==> src/rtl/shift_pkg.sv <==
// Shared types for the universal shift register and its future
// serializer/deserializer wrappers.
package shift_pkg;

   typedef enum logic [1:0] {
      MODE_HOLD = 2'b00,
      MODE_SHR  = 2'b01,
      MODE_SHL  = 2'b10,
      MODE_LOAD = 2'b11
   } mode_t;

   typedef enum logic {
      ST_IDLE  = 1'b0,
      ST_SHIFT = 1'b1
   } state_t;

endpackage

==> src/rtl/univ_shift_reg.sv <==
// Universal shift register (hold / shift right / shift left / load) with an
// automatic burst shifter driven by a start/busy/done handshake.
module univ_shift_reg
   import shift_pkg::*;
#(
   parameter  int WIDTH = 8,
   localparam int CNT_W = $clog2(WIDTH + 1)
) (
   input  logic             clk,
   input  logic             rst,
   input  logic [1:0]       mode,
   input  logic             sr_in,
   input  logic             sl_in,
   input  logic [WIDTH-1:0] pdata_in,
   input  logic             start,
   input  logic [CNT_W-1:0] nbits,
   output logic [WIDTH-1:0] q,
   output logic             sout_r,
   output logic             sout_l,
   output logic             busy,
   output logic             done
);

   state_t           state_q, state_n;
   logic [CNT_W-1:0] cnt_q, cnt_n;
   logic             dir_left_q, dir_left_n;
   logic [WIDTH-1:0] q_n;
   logic             done_n;
   mode_t            mode_e;
   logic             start_ok;
   logic [CNT_W-1:0] burst_len;

   assign mode_e    = mode_t'(mode);
   assign start_ok  = start && (mode_e == MODE_SHR || mode_e == MODE_SHL);
   // Requests longer than the register are clamped so the count never exceeds WIDTH.
   assign burst_len = (nbits > CNT_W'(WIDTH)) ? CNT_W'(WIDTH) : nbits;

   assign sout_r = q[0];
   assign sout_l = q[WIDTH-1];

   always_comb begin
      state_n    = state_q;
      cnt_n      = cnt_q;
      dir_left_n = dir_left_q;
      q_n        = q;
      done_n     = 1'b0;
      case (state_q)
         ST_IDLE: begin
            if (start_ok) begin
               dir_left_n = (mode_e == MODE_SHL);
               cnt_n      = burst_len;
               if (burst_len == '0) done_n  = 1'b1;
               else                 state_n = ST_SHIFT;
            end else begin
               case (mode_e)
                  MODE_SHR:  q_n = {sr_in, q[WIDTH-1:1]};
                  MODE_SHL:  q_n = {q[WIDTH-2:0], sl_in};
                  MODE_LOAD: q_n = pdata_in;
                  default:   q_n = q;
               endcase
            end
         end
         ST_SHIFT: begin
            if (dir_left_q) q_n = {q[WIDTH-2:0], sl_in};
            else            q_n = {sr_in, q[WIDTH-1:1]};
            // Saturating decrement: the counter must never wrap below zero.
            cnt_n = (cnt_q == '0) ? '0 : cnt_q - 1'b1;
            if (cnt_q <= CNT_W'(1)) begin
               state_n = ST_IDLE;
               done_n  = 1'b1;
            end
         end
      endcase
   end

   always_ff @(posedge clk) begin
      if (rst) begin
         state_q    <= ST_IDLE;
         cnt_q      <= '0;
         dir_left_q <= 1'b0;
         q          <= '0;
         busy       <= 1'b0;
         done       <= 1'b0;
      end else begin
         state_q    <= state_n;
         cnt_q      <= cnt_n;
         dir_left_q <= dir_left_n;
         q          <= q_n;
         busy       <= (state_n == ST_SHIFT);
         done       <= done_n;
      end
   end

endmodule

==> config.mk <==
export PLATFORM = sky130hd
export DESIGN_NAME = univ_shift_reg
export DESIGN_NICKNAME = d
export VERILOG_FILES = /design/src/rtl/shift_pkg.sv /design/src/rtl/univ_shift_reg.sv
export SDC_FILE = /design/constraint.sdc
export NUM_CORES = 1
export LEC_CHECK = 0
export ABC_AREA = 1
export BUFFER_PORTS_ARGS = -buffer_cell sky130_fd_sc_hd__buf_2
export CORE_MARGIN = 2
export CORE_UTILIZATION = 51
export DETAILED_ROUTE_END_ITERATION = 6
export PLACE_DENSITY_LB_ADDON = 0.05
export SETUP_SLACK_MARGIN = 0.5
export SYNTH_ARGS = -nofsm -noshare
export SYNTH_HDL_FRONTEND = slang
export SYNTH_SLANG_ARGS = --single-unit
==> constraint.sdc <==
create_clock -name clk -period 1.3 [get_ports clk]
set_input_delay 0.065 -clock clk [delete_from_list [all_inputs] [get_ports clk]]
set_output_delay 0.065 -clock clk [all_outputs]
set_load 0.05 [all_outputs]
After elaboration in Yosys (flattened, before gate mapping)
Index checks and enable logic that the tools add are counted.
{"block": "totals", "n_memories": 0, "romBits": 0, "input_bits": 19, "word_cells": 37, "latch_bits": 0, "mem_bits_rw": 0, "ff_bits": 15, "out_inout_bits": 12}
{"block": "op_classes", "multipliers": 0, "n_bitwise": 1, "n_eq_ne": 6, "magnitude_cmp": 2, "n_div": 0, "n_addsub": 1, "reduce_logical": 6, "mux": 16, "n_shift": 0}
{"op": "$pmux W8 S3", "n": 1}
{"op": "$mux W8", "n": 2}
{"op": "$pmux W8 S2", "n": 1}
{"op": "$mux W4", "n": 3}
{"op": "$logic_not A4 Y1", "n": 2}
{"op": "$pmux W4 S2", "n": 1}
{"op": "$mux W1", "n": 6}
{"op": "$eq A2 B2 Y1 const B", "n": 2}
{"op": "$gt A4 B4 Y1 const B", "n": 1}
{"op": "$le A4 B1 Y1 const B", "n": 1}
{"op": "$ne A2 B2 Y1 const B", "n": 2}
{"op": "$ne A4 B3 Y1 const B", "n": 1}
{"op": "$pmux W1 S2", "n": 2}
{"op": "$reduce_and A2 Y1", "n": 2}
{"op": "$sub A4 B1 Y4 const B", "n": 1}
{"op": "$eq A2 B1 Y1 const B", "n": 1}
{"op": "$logic_and A1 B1 Y1", "n": 1}
{"op": "$logic_or A1 B1 Y1", "n": 1}
{"op": "$not A1 Y1", "n": 1}

Depth between registers and ports, before layout
{"block": "depth", "depth_word": 6, "mapped_depth": 9}

Least setup slack after synthesis
No wires, ideal clock.
{"block": "synth_path", "path_type": "flip-flop to flip-flop", "startpoint": "register state_q", "endpoint": "register q[5]", "arrival_ps": 1335, "required_time_ps": 1183, "n_path_buf": 1, "path_stages_with_launch": 7, "setup_slack_ps": -152, "setup_time_ps": 117, "period_less_slack_ps": 1452, "cell_sequence": "dfxtp_1 -> inv_2 -> nand2_4 -> nand2_4 -> buf_6 -> nor2_1 -> a21oi_2"}
{"block": "synth_between", "elab_chain_cells": 3}
{"element": "start, declared", "line_no": "univ_shift_reg.sv:24", "source": "state_t state_q, state_n;"}
{"element": "start signal, assigned", "line_no": "univ_shift_reg.sv:85", "source": "state_q <= state_n;"}
{"element": "$not A1 Y1"}
{"element": "$ne A4 B3 Y1 (no source line) or $ne A2 B2 Y1 (tied branches)"}
{"element": "$reduce_and A2 Y1 (no source line)"}
{"element": "end signal, assigned", "line_no": "univ_shift_reg.sv:88", "source": "q <= q_n;"}
{"element": "end, declared", "line_no": "univ_shift_reg.sv:17", "source": "output logic [WIDTH-1:0] q,"}
Several ways; a longest one is shown, not always the timed one.
A chain may end at the register's enable or synchronous reset.

Worst setup path in the final report
{"block": "layout_path", "startpoint": "register state_q", "endpoint": "register q[1]"}
Same word-level chain as after synthesis.

==> results.json <==
{
  "status": "finished, final reports clean",
  "drive_gt1_frac": 0.3686,
  "synth_area_leaders": "dfxtp_1, nand2_1, nor2_1, inv_1, nand3_1",
  "cp.arrival_ns": 1.25,
  "synth_flop_cell": "dfxtp_1",
  "hold_start": "nbits[3]",
  "cp.required_ns": 1.49,
  "switching_share": 0.4374,
  "wl_per_cell_um": 13.13,
  "yosysTopAreaCellShare": 0.2721,
  "grt_max_degree": 14,
  "syn_avg_cell_area_um2": 5.748,
  "min_path_type": "input pin to register",
  "drv_slew": 0,
  "insertion_delay_ns": 0.30,
  "first_pass_iters": 7,
  "fin_skew_ns": 0.008319,
  "async_reset_ff_frac": 0,
  "areaGrowthSynthToFinish_pct": 50.57,
  "power_density_mw_per_mm2": 1066,
  "path_clk_slew_ns": 0.10,
  "synth.distinct_cells": 17,
  "syn_nets": 213,
  "r2r_cells": 6,
  "rows": 16,
  "end_kind": "register",
  "cts-root-buf": "clkbuf_4",
  "rrSetupSlack_ns": 0.24,
  "power.share.combinational": 0.493,
  "fillers": 139,
  "antenna_cells": 0,
  "setup-violations-final": 0,
  "wl_um": 3453,
  "clkPwrFrac": 0.162,
  "place_congestion": 0.8371,
  "power.leakage_nw": 0.8165,
  "cp_max_fo": 8,
  "ys_ff_latch": 15,
  "fmaxAchievable_mhz": 940.7,
  "synth_seq_area_share": 0.2721,
  "htree_levels": 1,
  "period_needed_ns": 1.063,
  "vdd_drop_max_uv": 755.8,
  "core_mm2": 0.002002,
  "cts_tree": "built",
  "holdWs_ns": 0.09665,
  "p_switching_w": 0.0007746,
  "synthCells": 192,
  "critPathKind": "register to register",
  "dieArea_mm2": 0.002552,
  "yosysTopAreaCell": "dfxtp_1",
  "slew-limit-headroom": 0.7223,
  "rsz0062_at_grt": "true",
  "worst_slack_ns": 0.2370,
  "maxCapViolCount": 0,
  "hpwl_um": 2019,
  "tns_ns": 0,
  "yosys_warnings": 0,
  "top_level_ports": 31,
  "power_frac_seq": 0.345,
  "clock_path_buffers": 2,
  "grt_pass1_vias": 1260,
  "gr-total-overflow": 0,
  "grt_util_all_layers": 0.2828,
  "p_int_w": 0.0009962,
  "worstHoldEndpoint": "cnt_q[0]",
  "worst_pin_slew_ns": 0.4161,
  "grt_pass1_wl_um": 5506,
  "final_nets": 258,
  "hold_viol_final": 0,
  "cts_buffers": 3,
  "numPortBuffers": 30,
  "r2r_start": "state_q",
  "drtAntennaViolNets": 0,
  "cts_num_sinks": 15,
  "initial_core_util": 0.5512,
  "cp-start-kind": "register",
  "via_per_inst": 5.232,
  "antenna_found_initial": 0,
  "fin_util": 0.8300,
  "drt_iter0_drc": 46,
  "die_w_um": 50.52,
  "finalCritPeriodShare": 0.8177,
  "vias": 1376,
  "drcViolationCount": 0,
  "yosys.cell_count.top_type": "nand2_1",
  "syn_area_mm2": 0.001104,
  "die_h_um": 50.52,
  "synth_commonest_cells": "nand2_1, nor2_1, inv_1",
  "min_path_cells": 4,
  "rr_endpoint": "q[1]",
  "synth_edf_count": 0,
  "dp_slack_ns": 0.1036
}
## metrics by stage
step | total power (W) | std cells | area (µm²)
floorplan | 0.001100 | 192 | 1165
finish | 0.001771 | 263 | 1662
CTS | 0.001710 | 260 | 1617
global route | 0.001868 | 263 | 1662
global placement | 0.001219 | 245 | 1315
detailed placement | 0.001233 | 245 | 1315
## power by group through the flow
stage | combinational (W) | clock [W] | sequential (W)
6_report | 0.000873 | 0.000288 | 0.000610
5_1_grt | 0.000936 | 0.000315 | 0.000617
4_1_cts | 0.000816 | 0.000287 | 0.000607
3_5_place_dp | 0.000626 | 0 | 0.000607
3_3_place_gp | 0.000614 | 0 | 0.000605
2_1_floorplan | 0.000376 | 0 | 0.000724
## metal layers
layer	GRT usage	part of all wire
met1	0.3284	0.40
met2	0.5088	0.50
met3	0.03571	0.065
met4	0.1351	0.031
met5	0	0
## flip-flops by register name, indices dropped and copies added, names as in the netlist
signal      count
done            1
dir_left_q      1
cnt_q           4
q               8
state_q         1
## cell usage in the layout (no fill, tap or decap), drive strengths merged
| cell type | instances |
|---|---|
| nand2 | 66 |
| buf | 46 |
| nor2 | 37 |
| inv | 21 |
| dfxtp | 15 |
| a21oi | 15 |
| nand3 | 14 |
| o21ai | 12 |
| clkbuf | 3 |
| clkinv | 2 |
| nand4 | 2 |
| ha | 2 |
| dlygate4sd3 | 1 |
## timing repair
action,4_1_cts,5_1_grt
hold buffers,1,0
setup buffers,9,3
gates resized for setup,56,7
setup endpoints to repair,27,27
gates cloned,1,0
pin swaps,6,1
endpoints found under the hold margin,2,0
## critical path, stage by stage (launching register included)
cell	delay, ns
dfxtp_4	0.40
nor2_2	0.13
nand2_4	0.11
nand2_8	0.12
nand2_1	0.07
nand2_1	0.08
a21oi_2	0.04
## area by class of cell
type                    count  area (µm²)  share of cell area
repair buffers             47       400.4              0.2410
inverters                  22       88.84             0.05346
well taps                  27       33.78             0.02033
multi-input cells         148       775.7              0.4669
clock buffers               3       22.52             0.01355
clock inverters             1       5.005            0.003012
flip-flops and latches     15       335.3              0.2018
## how the worst max path moves through the flow
stage                       start   end  slack, ns
final                     state_q  q[1]       0.24
after global placement    mode[0]  q[7]       0.16
after CTS                 state_q  q[7]       0.28
after floorplan           state_q  q[5]       0.22
after detailed placement  mode[0]  q[7]       0.10
after global routing      state_q  q[1]       0.19
## cell families (layout without fill, tap and decap cells)
family / count (synthesis) / in the layout / synth area share
AND/OR/NAND/NOR: 118 / 119 / 0.4490
buffers and inverters: 30 / 73 / 0.1270
AO/OA/AOI/OAI: 27 / 27 / 0.1293
flip-flops: 15 / 15 / 0.2721
adder cells (fa/ha/maj): 2 / 2 / 0.02267
Note: power is estimated with default switching activity, not from simulation.
